[src/rtl/puf_pkg.sv]
// Shared constants for the RO-PUF response controller.
// State codes, default widths and the clear-phase length.
package puf_pkg;

  localparam int unsigned PUF_CHAL_W = 5;
  localparam int unsigned PUF_CNT_W  = 8;
  localparam int unsigned CLR_CYC    = 2;

  typedef logic [2:0] state_t;

  localparam state_t S_IDLE   = 3'd0;
  localparam state_t S_CLEAR  = 3'd1;
  localparam state_t S_RUN    = 3'd2;
  localparam state_t S_SETTLE = 3'd3;
  localparam state_t S_SAMPLE = 3'd4;
  localparam state_t S_DONE   = 3'd5;

endpackage

[src/rtl/puf_phase_timer.sv]
// Phase down-counter shared by CLEAR, RUN and SETTLE.
// Load len-1 on phase entry; done is high in the last phase cycle.
module puf_phase_timer #(
  parameter int unsigned W = 7
) (
  input  logic         clk,
  input  logic         rst_n,
  input  logic         load,
  input  logic [W-1:0] load_val,
  output logic         done
);

  logic [W-1:0] cnt_q;
  logic [W-1:0] cnt_d;

  // next count: reload on entry, else count down to zero
  always_comb begin
    cnt_d = cnt_q;
    if (load)
      cnt_d = load_val - W'(1);
    else if (cnt_q != '0)
      cnt_d = cnt_q - W'(1);
  end

  // count register
  always_ff @(posedge clk or negedge rst_n) begin
    if (!rst_n)
      cnt_q <= '0;
    else
      cnt_q <= cnt_d;
  end

  assign done = (cnt_q == '0);

endmodule

[src/rtl/puf_resp_ctrl.sv]
// RO-PUF measurement controller: walks NUM_BITS challenges,
// times clear/window/settle phases and builds the response word.
module puf_resp_ctrl
  import puf_pkg::*;
#(
  parameter int unsigned CHAL_W   = PUF_CHAL_W,
  parameter int unsigned CNT_W    = PUF_CNT_W,
  parameter int unsigned WINDOW   = 64,
  parameter int unsigned SETTLE   = 4,
  parameter int unsigned NUM_BITS = 8
) (
  input  logic                clk,
  input  logic                rst_n,
  input  logic                start,
  input  logic [CHAL_W-1:0]   chal_base,
  input  logic [CNT_W-1:0]    count_a,
  input  logic [CNT_W-1:0]    count_b,
  output logic                osc_en,
  output logic                cnt_clr,
  output logic [CHAL_W-1:0]   chal_sel,
  output logic                busy,
  output logic [NUM_BITS-1:0] resp,
  output logic                resp_valid,
  output logic                tie,
  output logic                ovf
);

  localparam int unsigned MAXL0 = (WINDOW > SETTLE) ? WINDOW : SETTLE;
  localparam int unsigned MAXL  = (MAXL0 > CLR_CYC) ? MAXL0 : CLR_CYC;
  localparam int unsigned TW    = $clog2(MAXL + 1);
  localparam int unsigned IDX_W =
    (NUM_BITS > 1) ? $clog2(NUM_BITS) : 1;
  localparam logic [IDX_W-1:0] IDX_LAST = IDX_W'(NUM_BITS - 1);
  localparam logic [CNT_W-1:0] CNT_MAX  = '1;

  state_t              state_q, state_d;
  logic [IDX_W-1:0]    idx_q, idx_d;
  logic [CHAL_W-1:0]   chal_q, chal_d;
  logic [NUM_BITS-1:0] resp_q, resp_d;
  logic                vld_q, vld_d;
  logic                tie_q, tie_d;
  logic                ovf_q, ovf_d;
  logic                osc_q, osc_d;
  logic                clr_q, clr_d;
  logic                busy_q, busy_d;

  logic                tmr_load;
  logic [TW-1:0]       tmr_val;
  logic                tmr_done;

  puf_phase_timer #(
    .W (TW)
  ) u_timer (
    .clk      (clk),
    .rst_n    (rst_n),
    .load     (tmr_load),
    .load_val (tmr_val),
    .done     (tmr_done)
  );

  // FSM next state, sampling and accumulation
  always_comb begin
    state_d  = state_q;
    idx_d    = idx_q;
    chal_d   = chal_q;
    resp_d   = resp_q;
    vld_d    = vld_q;
    tie_d    = tie_q;
    ovf_d    = ovf_q;
    tmr_load = 1'b0;
    tmr_val  = '0;
    unique case (state_q)
      S_IDLE: begin
        if (start) begin
          chal_d   = chal_base;
          idx_d    = '0;
          resp_d   = '0;
          tie_d    = 1'b0;
          ovf_d    = 1'b0;
          vld_d    = 1'b0;
          state_d  = S_CLEAR;
          tmr_load = 1'b1;
          tmr_val  = TW'(CLR_CYC);
        end
      end
      S_CLEAR: begin
        if (tmr_done) begin
          state_d  = S_RUN;
          tmr_load = 1'b1;
          tmr_val  = TW'(WINDOW);
        end
      end
      S_RUN: begin
        if (tmr_done) begin
          state_d  = S_SETTLE;
          tmr_load = 1'b1;
          tmr_val  = TW'(SETTLE);
        end
      end
      S_SETTLE: begin
        if (tmr_done)
          state_d = S_SAMPLE;
      end
      S_SAMPLE: begin
        resp_d[idx_q] = (count_a > count_b);
        if (count_a == count_b)
          tie_d = 1'b1;
        if ((count_a == CNT_MAX) || (count_b == CNT_MAX))
          ovf_d = 1'b1;
        if (idx_q == IDX_LAST) begin
          state_d = S_DONE;
        end else begin
          idx_d    = idx_q + IDX_W'(1);
          chal_d   = chal_q + CHAL_W'(1);
          state_d  = S_CLEAR;
          tmr_load = 1'b1;
          tmr_val  = TW'(CLR_CYC);
        end
      end
      S_DONE: begin
        vld_d   = 1'b1;
        state_d = S_IDLE;
      end
      default: state_d = S_IDLE;
    endcase
    osc_d  = (state_d == S_RUN);
    clr_d  = (state_d == S_CLEAR);
    busy_d = (state_d != S_IDLE);
  end

  // state and registered outputs; reset aborts any run at once
  always_ff @(posedge clk or negedge rst_n) begin
    if (!rst_n) begin
      state_q <= S_IDLE;
      idx_q   <= '0;
      chal_q  <= '0;
      resp_q  <= '0;
      vld_q   <= 1'b0;
      tie_q   <= 1'b0;
      ovf_q   <= 1'b0;
      osc_q   <= 1'b0;
      clr_q   <= 1'b0;
      busy_q  <= 1'b0;
    end else begin
      state_q <= state_d;
      idx_q   <= idx_d;
      chal_q  <= chal_d;
      resp_q  <= resp_d;
      vld_q   <= vld_d;
      tie_q   <= tie_d;
      ovf_q   <= ovf_d;
      osc_q   <= osc_d;
      clr_q   <= clr_d;
      busy_q  <= busy_d;
    end
  end

  assign osc_en     = osc_q;
  assign cnt_clr    = clr_q;
  assign chal_sel   = chal_q;
  assign busy       = busy_q;
  assign resp       = resp_q;
  assign resp_valid = vld_q;
  assign tie        = tie_q;
  assign ovf        = ovf_q;

endmodule

[config.mk]
export PLATFORM = sky130hd
export DESIGN_NAME = puf_resp_ctrl
export DESIGN_NICKNAME = d
export VERILOG_FILES = /design/src/rtl/puf_pkg.sv /design/src/rtl/puf_phase_timer.sv /design/src/rtl/puf_resp_ctrl.sv
export SDC_FILE = /design/constraint.sdc
export NUM_CORES = 1
export LEC_CHECK = 0
export ABC_AREA = 1
export ABC_CLOCK_PERIOD_IN_PS = 2460
export BUFFER_PORTS_ARGS = -buffer_cell sky130_fd_sc_hd__clkbuf_2
export CAP_MARGIN = 10
export CORE_ASPECT_RATIO = 0.8
export CORE_MARGIN = 2
export CORE_UTILIZATION = 50
export DETAILED_ROUTE_END_ITERATION = 16
export PLACE_DENSITY = 0.81
export SYNTH_ARGS = -nofsm -noshare
export SYNTH_HDL_FRONTEND = slang
export SYNTH_SLANG_ARGS = --single-unit
[constraint.sdc]
create_clock -name clk -period 2.46 [get_ports clk]
set_clock_uncertainty 0.15 [all_clocks]
set_input_delay 0.369 -clock clk [delete_from_list [all_inputs] [get_ports clk]]
set_output_delay 0.369 -clock clk [all_outputs]
set_load 0.05 [all_outputs]
Yosys cells after proc, flatten, opt, wreduce, memory -nomap -nowiden
Cells that the tools add are included.

word-level totals
  register bits = 32
  output and inout port bits = 19

operators by class
  add/subtract/negate cells = 4
  order comparisons = 3
  equality and inequality tests = 15
  mux-type cells = 34
  reductions and logical operators = 15

operator list
  operator                                                             number
  7-bit one-hot mux with 4 select lines                                1
  3-bit 2-to-1 mux                                                     8
  7-bit 2-to-1 mux                                                     3
  8-bit == test (second input constant)                                2
  8-bit one-hot mux with 2 select lines                                1
  3-bit one-hot mux with 5 select lines                                1
  7-bit by 1-bit subtractor with 7-bit output (second input constant)  2
  5-bit 2-to-1 mux                                                     2
  5-bit one-hot mux with 2 select lines                                1
  3-bit by 2-bit == test with 1-bit output (second input constant)     3
  3-bit == test (second input constant)                                3
  3-bit AND reduction                                                  3
  8-bit bitwise mux                                                    1
  8-bit == test                                                        1
  8-bit > comparator                                                   1
  8-bit 2-to-1 mux                                                     1
  2-bit inequality test (second input constant)                        4
  7-bit logical NOT                                                    1
  1-bit 2-to-1 mux                                                     7
  7-bit nonzero test                                                   1
  3-bit by 1-bit == test with 1-bit output (second input constant)     2
  1-bit one-hot mux with 2 select lines                                3
  3-bit one-hot mux with 2 select lines                                1
  2-bit nonzero test                                                   3
  13 further kinds                                                     15

Depth between registers and ports, before layout
Gate-level depths: netlist (run 1).

  depth after elaboration = 6
  mapped depth = 12
  depth with buffers taken out = 12

By module
Synthesis (run 1) repeated with hierarchy kept, for this count alone.

unflattened totals
  cell total of the unflattened synthesis = 276
  area total of the unflattened synthesis = 1993.2 µm²

modules (own cells, without submodules)
  module           instances  cells each  area an instance (µm²)  seq. area each (µm²)
  puf_resp_ctrl    1          191         1480.2                  625.6
  puf_phase_timer  1          85          513.0                   175.2

Least setup slack after synthesis (run 1)
Ideal clock, no wire load.

  kind = flip-flop to flip-flop
  from = reg idx_q[0]
  to = reg u_timer.cnt_q[1]
  data arrival time = 1772 ps
  required time = 2247 ps
  path slack = 475 ps
  cell stages (with the launch flop) = 10
  buffers on the path = 0
  path through = dfrtp_1 ha_1 ha_1 a21oi_2 nand2_4 inv_2 nor2_4 ha_1 or2_2 inv_1

on the way
  cells in the longest elaborated chain, start to end = 5

RTL lines
  element                                      RTL line               source
  start, declared                              puf_resp_ctrl.sv:37    logic [IDX_W-1:0] idx_q, idx_d;
  start signal, assigned                       puf_resp_ctrl.sv:146   idx_q <= idx_d;
  3-bit == test (*)                            puf_resp_ctrl.sv:110   if (idx_q == IDX_LAST) begin
  2-bit 2-to-1 mux                             puf_resp_ctrl.sv:110
  7-bit one-hot mux with 4 select lines        puf_resp_ctrl.sv:72    unique case (state_q)
  7-bit by 1-bit subtractor with 7-bit output  puf_phase_timer.sv:20  cnt_d = load_val - W'(1);
  7-bit 2-to-1 mux                             puf_phase_timer.sv:19  if (load)
  end signal, assigned                         puf_phase_timer.sv:30  cnt_q <= cnt_d;
  end, declared                                puf_phase_timer.sv:13  logic [W-1:0] cnt_q;

Every way passes the cells marked *; elsewhere a longest branch is shown, timed or not.
A chain may end at the register's enable or synchronous reset.

Worst setup path after layout (run 1)
Same ends and word-level chain as after synthesis.

==> flow_summary.toml, run 1 <==
[run_status]
status = "finished with violations"
violations = "negative hold slack"

[setup_path]
r2r_cells = 9
crit_chain = "ha_1, ha_1, a21oi_2, nand2_4, inv_2, nor2_4, ha_1, or2_2, inv_1"
crit_cells = 9
critPathBufInv = 2
reg2reg_from = "idx_q[0]$_DFFE_PN0P_"
critical_path_class = "register to register"
critPathMaxFanout = 15
cp.arrival_ns = 2.24
slowest_stage = "dfrtp_1"
reg2reg_slack_ns = 0.30
critPathLaunchType = "register"
max_stage_delay_ns = 0.41
crit_top_cell = "ha_1"
r2r_end = "u_timer.cnt_q[1]$_DFFE_PN0P_"
cp_top_family = "adder cells"
cp-end-kind = "register"
required_ns = 2.54

[logic_synthesis]
syn_nets = 275
synth_edf_count = 0
ys_async_sr_fraction_pct = 100
ys_ff_latch = 32
ys.flop_type = "dfrtp_1"
synthTopCellsByArea = "dfrtp_1, nand2_1, ha_1"
yosys_warnings = 0
synth.avg_cell_area_sq_um = 8.22
syn_inst = 239
synthesis.area_sq_um = 1970
synth_top_cell_by_area = "dfrtp_1"
yosysSeqAreaShare_pct = 40.7
synth.top_cell.area_share_pct = 40.7
synthDistinctLibCells = 32

[run]
max_cap_viol_count = 0

[timing]
fin_crit_ns = 2.16
timing.final.crit_share_pct = 87.8
max_slew_margin_pct = 48.7
max_freq_mhz = 463
rsz0062_at_grt = "no"
fin_setup_tns_ns = 0
maxSlewViolCount = 0
hold_slack_ns = -0.00813
tightest_slew_ns = 0.770
setup_violations = 0
finalHoldViolCount = 10

[clocking]
cts_tree = "done"
numCtsBuffers = 5
post_cts_buffers = 0
numClockSinks = 32
clk_latency_ns = 0.29
clock_path_buffers = 2
cts_max_level = 2
holdBufCountCts = 0
cts.clk_slew.worst_paths_ns = 0.07
cts-root-buf = "clkbuf_8"
ctsResizeCount = 0

[route]
wl_met1_microns = 1980
drt_iter0_drc = 136
drt_pre_antenna_iters = 5
wire_per_inst_microns = 11.6
via_per_inst = 4.99
drc_errors = 0
vias = 1708
routed-wl-met2_microns = 1770
wl_met3_microns = 179
top_layer = "met4"
ant_nets = 0
wirelength_microns = 3970

[grt]
grt_max_degree = 33
antenna_found_initial = 0
gr-usage-all-layers_pct = 21.1
grt_pass1_vias = 1626
overflow = 0
grt_pass1_wl_microns = 7100

[final_layout]
diodes = 0
stdcell_count = 342
multi_input_area_sq_um = 1010
fillers = 328
final_nets = 322
regArea_sq_um = 801
drive_gt1_share_pct = 26.5
area_delta_synth_final_pct = 19.2

[floorplanning]
die_y_microns = 60.1
start_util_pct = 52.0
placementRows = 20
core-area_sq_um = 3780
die_w_microns = 74.1
die_area_sq_um = 4450
io_pins = 43

[pwr]
power_density_nw_per_um2 = 467
p_leak_nw = 1.27
vdd_drop_max_mv = 0.369

[placed_design]
io_buffers = 42
gp_congestion = 0.867
hpwl_microns = 3170
dpl.cell_count = 334

[min_path]
hold_path_class = "input port to async pin"
-- report_power, final --
group	leakage, nW	internal [mW]	total, mW	switching, mW
clock	0.0541	0.299	0.498	0.199
sequential	0.407	0.526	0.526	0.0000583
combinational	0.812	0.0281	0.0692	0.0411
total	1.27	0.854	1.09	0.240
-- synthesized netlist by cell type (3+ instances only) --
| cell type | number |
|---|---|
| nand4_1 | 8 |
| dfrtp_1 | 32 |
| o21ai_0 | 11 |
| nand3_1 | 14 |
| nand3_2 | 7 |
| nor2_1 | 26 |
| nand2_1 | 44 |
| nand2_2 | 6 |
| inv_1 | 32 |
| ha_1 | 12 |
| a31oi_1 | 3 |
| nor3_1 | 4 |
| o22ai_1 | 3 |
| a21oi_1 | 5 |
| mux2i_1 | 8 |
| inv_2 | 4 |
-- state kept, by name (all words and copies together) (netlist names) --
| name | count |
|---|---|
| resp | 8 |
| u_timer.cnt_q | 7 |
| chal_sel | 5 |
| idx_q | 3 |
| state_q | 3 |
| busy | 1 |
| cnt_clr | 1 |
| osc_en | 1 |
| ovf | 1 |
| resp_valid | 1 |
| tie | 1 |
-- worst max-delay path by stage --
stage	start	endpoint	slack, ns
2_1_floorplan	idx_q[0]$_DFFE_PN0P_	u_timer.cnt_q[1]$_DFFE_PN0P_	0.48
3_3_place_gp	idx_q[0]$_DFFE_PN0P_	u_timer.cnt_q[1]$_DFFE_PN0P_	0.38
3_5_place_dp	idx_q[0]$_DFFE_PN0P_	u_timer.cnt_q[1]$_DFFE_PN0P_	0.32
4_1_cts	idx_q[0]$_DFFE_PN0P_	u_timer.cnt_q[1]$_DFFE_PN0P_	0.29
5_1_grt	idx_q[0]$_DFFE_PN0P_	u_timer.cnt_q[1]$_DFFE_PN0P_	0.18
6_report	idx_q[0]$_DFFE_PN0P_	u_timer.cnt_q[1]$_DFFE_PN0P_	0.30
-- stage by stage --
step	total power [mW]	hold WS [ns]	worst slack (ns)	area (sq um)	util, %
2_1_floorplan	0.565	-0.0766	0.475	1970	-
3_3_place_gp	0.603	0.336	0.380	2230	59.1
3_5_place_dp	0.606	0.337	0.316	2230	59.1
4_1_cts	1.10	0.0260	0.291	2340	62.0
5_1_grt	1.14	0.0719	0.185	2340	62.0
6_report	1.09	-0.00813	0.301	2340	62.0
-- layer usage --
layer  GRT usage, %  vias up
li1               -      883
met1           28.6      776
met2           34.2       45
met3           4.55        4
met4           6.23        0
met5              0        -
-- placed cells by master, fill, tap and decap left out, drive strengths merged, types with 2 or more instances in the layout --
cell type,instances
or2,2
inv,36
xor2,2
clkbuf,47
a31oi,3
o21ai,12
mux2i,8
ha,12
dfrtp,32
o22ai,3
a21oi,6
nor2,29
nand3b,2
nand4,8
nand3,21
nand2,52
nor3,4
-- cell families after synthesis --
group / count (synthesis) / synth area share (%)
fa+ha+maj: 12 / 7.64
xor+xnor: 2 / 0.891
simple gates: 118 / 30.4
buf+inv: 39 / 7.89
compound gates: 28 / 8.34
mux: 8 / 4.07
flops: 32 / 40.7
-- cell type report --
| class | instances | share of cell area (%) |
|---|---|---|
| repair buffers | 43 | 9.29 |
| clock inverters | 3 | 1.82 |
| clock buffers | 5 | 2.94 |
| flip-flops and latches | 32 | 34.2 |
| well taps | 55 | 2.94 |
| inverters | 36 | 5.77 |
| multi-input cells | 168 | 43.1 |
No activity file was read; power rests on OpenSTA's default activity.
==> inputs of run 2 (changes only) <==
- ABC_CLOCK_PERIOD_IN_PS: 2460 -> 2400
- HOLD_SLACK_MARGIN: not set -> 0.02
- TNS_END_PERCENT: not set -> 10
- clock period: 2.46 -> 2.4 ns (I/O delays scaled with it)
==> run 2 against run 1 <==
Against the previous run: the run now ends clean; sequential share of layout area fell by 0.36 points; critical path type unchanged; combinational power rose by 4.3%; via count rose by 1.1%.
==> flow_summary.toml, run 2 (synthesis results as in run 1) <==
[run_status]
status = "finished, final reports clean"

[clocking]
cts_max_level = 2
ctsResizeCount = 0
holdBufCountCts = 1
clock_path_buffers = 2
post_cts_buffers = 0
numCtsBuffers = 5
cts-root-buf = "clkbuf_8"
numClockSinks = 32
clk_latency_ns = 0.29
cts_tree = "done"
cts.clk_slew.worst_paths_ns = 0.07

[pwr]
clock_power_share_pct = 48.0
combPwrFrac_pct = 6.1
power_density_nw_per_um2 = 497
vdd_drop_max_mv = 0.360
sw_frac_of_total_pct = 20.6
power_mw = 1.18
power.internal_mw = 0.935
p_leak_nw = 1.29
p_seq_share_pct = 45.8
switchingPower_mw = 0.242

[timing]
finalHoldViolCount = 0
max_freq_mhz = 466
setup_violations = 0
maxSlewViolCount = 0
fin_setup_tns_ns = 0
tightest_slew_ns = 0.794
timing.final.crit_share_pct = 89.4
max_slew_margin_pct = 47.0
fin_crit_ns = 2.15
rsz0062_at_grt = "no"
hold_slack_ns = 0.171

[route]
drc_errors = 0
wirelength_microns = 4070
via_per_inst = 5.03
drt_pre_antenna_iters = 4
ant_nets = 0
wire_per_inst_microns = 11.9
vias = 1726
drt_iter0_drc = 105

[placed_design]
io_buffers = 42
place_area_sq_um = 2230
hpwl_microns = 3150
gp_congestion = 0.870

[grt]
grt_max_degree = 33
antenna_found_initial = 0
grt_pass1_wl_microns = 7080
grt_pass1_vias = 1674
overflow = 0
gr-usage-all-layers_pct = 21.3

[setup_path]
r2r_end = "u_timer.cnt_q[1]$_DFFE_PN0P_"
required_ns = 2.48
critPathCapture = "u_timer.cnt_q[1]$_DFFE_PN0P_"
reg2reg_slack_ns = 0.25
critical_path_class = "register to register"
r2r_cells = 9
critPathLaunchType = "register"
cp-end-kind = "register"
reg2reg_from = "idx_q[0]$_DFFE_PN0P_"
cp.arrival_ns = 2.22
critPathMaxFanout = 15
cp-startpoint = "idx_q[0]$_DFFE_PN0P_"

[floorplanning]
die_w_microns = 74.1
placementRows = 20
die_y_microns = 60.1
core-area_sq_um = 3780
die_area_sq_um = 4450
io_pins = 43
start_util_pct = 52.0

[min_path]
hold_path_class = "input port to register"

[final_layout]
final_cell_mix = "nand2_1, clkbuf_2, inv_1, dfrtp_1, nor2_1"
area_delta_synth_final_pct = 20.5
diodes = 0
largest_reg_flops = 8
fillers = 311
final_area_sq_um = 2370
final_nets = 323
drive_gt1_share_pct = 26.4
utilization_pct = 62.7
final_common_cell = "nand2_1"

[run]
max_cap_viol_count = 0
[run 2: critical path, stage by stage, from the launching register on]
cell and delay (ns):
dfrtp_1 0.41, ha_1 0.21, ha_1 0.21, a21oi_2 0.18, nand2_4 0.16, inv_2 0.11, nor2_4 0.04, ha_1 0.27
or2_2 0.29, inv_1 0.05
[run 2: how the worst min path moves through the flow]
stage | startpoint | to | slack [ns] | cells after the start
finish | chal_base[2] | chal_sel[2]$_DFFE_PN0P_ | 0.17 | 3
global placement | rst_n | resp[6]$_DFFE_PN0P_ | 0.33 | 1
detailed placement | rst_n | resp[6]$_DFFE_PN0P_ | 0.34 | 1
global route | chal_base[1] | chal_sel[1]$_DFFE_PN0P_ | 0.20 | 3
CTS | chal_base[2] | chal_sel[2]$_DFFE_PN0P_ | 0.17 | 3
floorplan | rst_n | busy$_DFF_PN0_ | -0.09 | 0
[run 2: through the flow]
step | instances | setup slack (ns)
6_report | 343 | 0.254
5_1_grt | 343 | 0.154
4_1_cts | 343 | 0.251
3_5_place_dp | 334 | 0.287
3_3_place_gp | 334 | 0.318
2_1_floorplan | 239 | 0.415
[run 2: cell type report]
type / count / area [sq um] / share of cell area, %
inverter: 36 / 135 / 5.71
tap: 55 / 68.8 / 2.91
clock inverter: 1 / 30.0 / 1.27
sequential: 32 / 801 / 33.8
timing repair buffer: 44 / 228 / 9.61
multi-input combinational: 168 / 1010 / 42.6
clock buffer: 7 / 96.3 / 4.07
[run 2: metal layers]
layer / share of wire, % / vias up / global-route usage, %
met2: 44 / 32 / 35.3
met1: 51 / 800 / 27.6
met3: 3.4 / 8 / 4.05
li1: - / 886 / -
met4: 1.7 / 0 / 8.57
met5: 0 / - / 0
[run 2: power by group through the flow]
stage               logic [mW]  clock network, mW  registers [mW]
finish                  0.0722              0.566           0.540
global route            0.0841              0.600           0.539
CTS                     0.0730              0.578           0.539
detailed placement      0.0713                  0           0.550
global placement        0.0689                  0           0.550
floorplan               0.0294                  0           0.550
==> inputs of run 3 (changes only) <==
- CORE_MARGIN: 2 -> not set
==> run 3 against run 2 <==
Against the previous run: die area decreased by 5.9%; sequential power about the same; core utilization increased by 2.2 points; cell count decreased by 0.87%; critical endpoint unchanged; largest power group is now sequential cells.
==> flow_summary.toml, run 3 (synthesis results as in run 1) <==
[timing]
finalHoldViolCount = 0
rsz0062_at_grt = "no"
maxSlewViolCount = 0
setup_violations = 0
max_freq_mhz = 463
max_slew_margin_pct = 49.1
fin_crit_ns = 2.16
tightest_slew_ns = 0.764
timing.final.crit_share_pct = 90.0
fin_setup_tns_ns = 0
finalWorstSetupSlack_ns = 0.241

[pwr]
clock_power_share_pct = 41.0
sw_frac_of_total_pct = 22.5
power.internal_mw = 0.803
switchingPower_mw = 0.234
p_seq_share_pct = 52.1
power_density_nw_per_um2 = 445
p_leak_nw = 1.27
vdd_drop_max_mv = 0.335
combPwrFrac_pct = 6.9

[setup_path]
reg2reg_slack_ns = 0.24
critical_path_class = "register to register"
cp-end-kind = "register"
critPathLaunchType = "register"
required_ns = 2.48
cp.arrival_ns = 2.24
critPathMaxFanout = 15

[grt]
overflow = 0
grt_pass1_wl_microns = 7040
grt_pass1_vias = 1628
antenna_found_initial = 0
gr-usage-all-layers_pct = 21.9
grt_max_degree = 33

[clocking]
post_cts_buffers = 0
clock_path_buffers = 2
holdBufCountCts = 1
cts_tree = "done"
cts_max_level = 2
clk_latency_ns = 0.29
numClockSinks = 32
cts-root-buf = "clkbuf_8"
numCtsBuffers = 5
ctsResizeCount = 0
cts.clk_slew.worst_paths_ns = 0.06

[final_layout]
utilization_pct = 64.9
diodes = 0
largest_reg_flops = 8
final_cell_mix = "nand2_1, clkbuf_2, inv_1, dfrtp_1, nor2_1"
fillers = 304
final_common_cell = "nand2_1"
drive_gt1_share_pct = 25.7
multi_input_area_sq_um = 1010
stdcell_count = 340
final_nets = 323
area_delta_synth_final_pct = 18.5
final_area_sq_um = 2330
regArea_sq_um = 801

[route]
via_per_inst = 5.22
vias = 1774
drt_pre_antenna_iters = 4
wire_per_inst_microns = 12.2
wirelength_microns = 4160
drt_iter0_drc = 193
ant_nets = 0
drc_errors = 0

[placed_design]
dpl.cell_count = 331
gp_congestion = 0.920
dpl_worst_slack_ns = 0.265
place_area_sq_um = 2230
hpwl_microns = 3140
io_buffers = 42

[run_status]
status = "finished, final reports clean"

[floorplanning]
placementRows = 19
core-area_sq_um = 3590
start_util_pct = 54.8
die_w_microns = 72.1
io_pins = 43
die_y_microns = 58.1
die_area_sq_um = 4190

[run]
max_cap_viol_count = 0

[min_path]
hold_path_class = "input port to register"
## run 3: cell types whose count changed in the layout (fill, tap and decap cells not counted)
cell	delta
clkbuf_8	-1
bufinv_16	-1
clkbuf_1	+2
## run 3: cell type report
cell class | count | area share (%)
Clock buffer | 8 | 3.87
Inverter | 36 | 5.80
Multi-Input combinational cell | 168 | 43.4
Sequential cell | 32 | 34.4
Tap cell | 52 | 2.79
Timing Repair Buffer | 44 | 9.78
## run 3: worst paths after layout
| kind | start | end | cells after the start |
|---|---|---|---|
| worst max-delay path | idx_q[0]$_DFFE_PN0P_ | u_timer.cnt_q[1]$_DFFE_PN0P_ | 9 |
| worst min-delay path | chal_base[2] | chal_sel[2]$_DFFE_PN0P_ | 3 |
| worst max register to register | idx_q[0]$_DFFE_PN0P_ | u_timer.cnt_q[1]$_DFFE_PN0P_ | 9 |
| worst min register to register | ovf$_DFFE_PN0P_ | ovf$_DFFE_PN0P_ | 1 |
| max in group asynchronous | rst_n | idx_q[1]$_DFFE_PN0P_ | 2 |
| min in group asynchronous | rst_n | u_timer.cnt_q[3]$_DFFE_PN0P_ | 2 |
## run 3: worst max-delay path, cell delays in order, from the launching register on
cell     delay [ns]
dfrtp_1        0.41
ha_1           0.21
ha_1           0.21
a21oi_2        0.19
nand2_4        0.16
inv_2          0.11
nor2_4         0.04
ha_1           0.27
or2_2          0.29
inv_1          0.05
## run 3: per-stage QoR
| stage | hold slack, ns | power, mW |
|---|---|---|
| 6_report | 0.170 | 1.04 |
| 5_1_grt | 0.168 | 1.08 |
| 4_1_cts | 0.169 | 1.05 |
| 3_5_place_dp | 0.329 | 0.620 |
| 3_3_place_gp | 0.317 | 0.618 |
| 2_1_floorplan | -0.0856 | 0.579 |
## run 3: power groups by stage
stage / sequential (mW) / combinational, mW / clock [mW]
after global routing: 0.539 / 0.0843 / 0.455
final: 0.540 / 0.0715 / 0.425
after global placement: 0.550 / 0.0688 / 0
after detailed placement: 0.550 / 0.0706 / 0
after CTS: 0.540 / 0.0722 / 0.434
after floorplan: 0.550 / 0.0294 / 0
## run 3: per-layer routing
metal	part of all wire, %	GRT usage (%)	up-vias
met1	51	31.8	820
met3	5.1	5.22	9
li1	-	-	888
met4	1.9	9.24	0
met2	42	31.4	57
met5	0	0	-
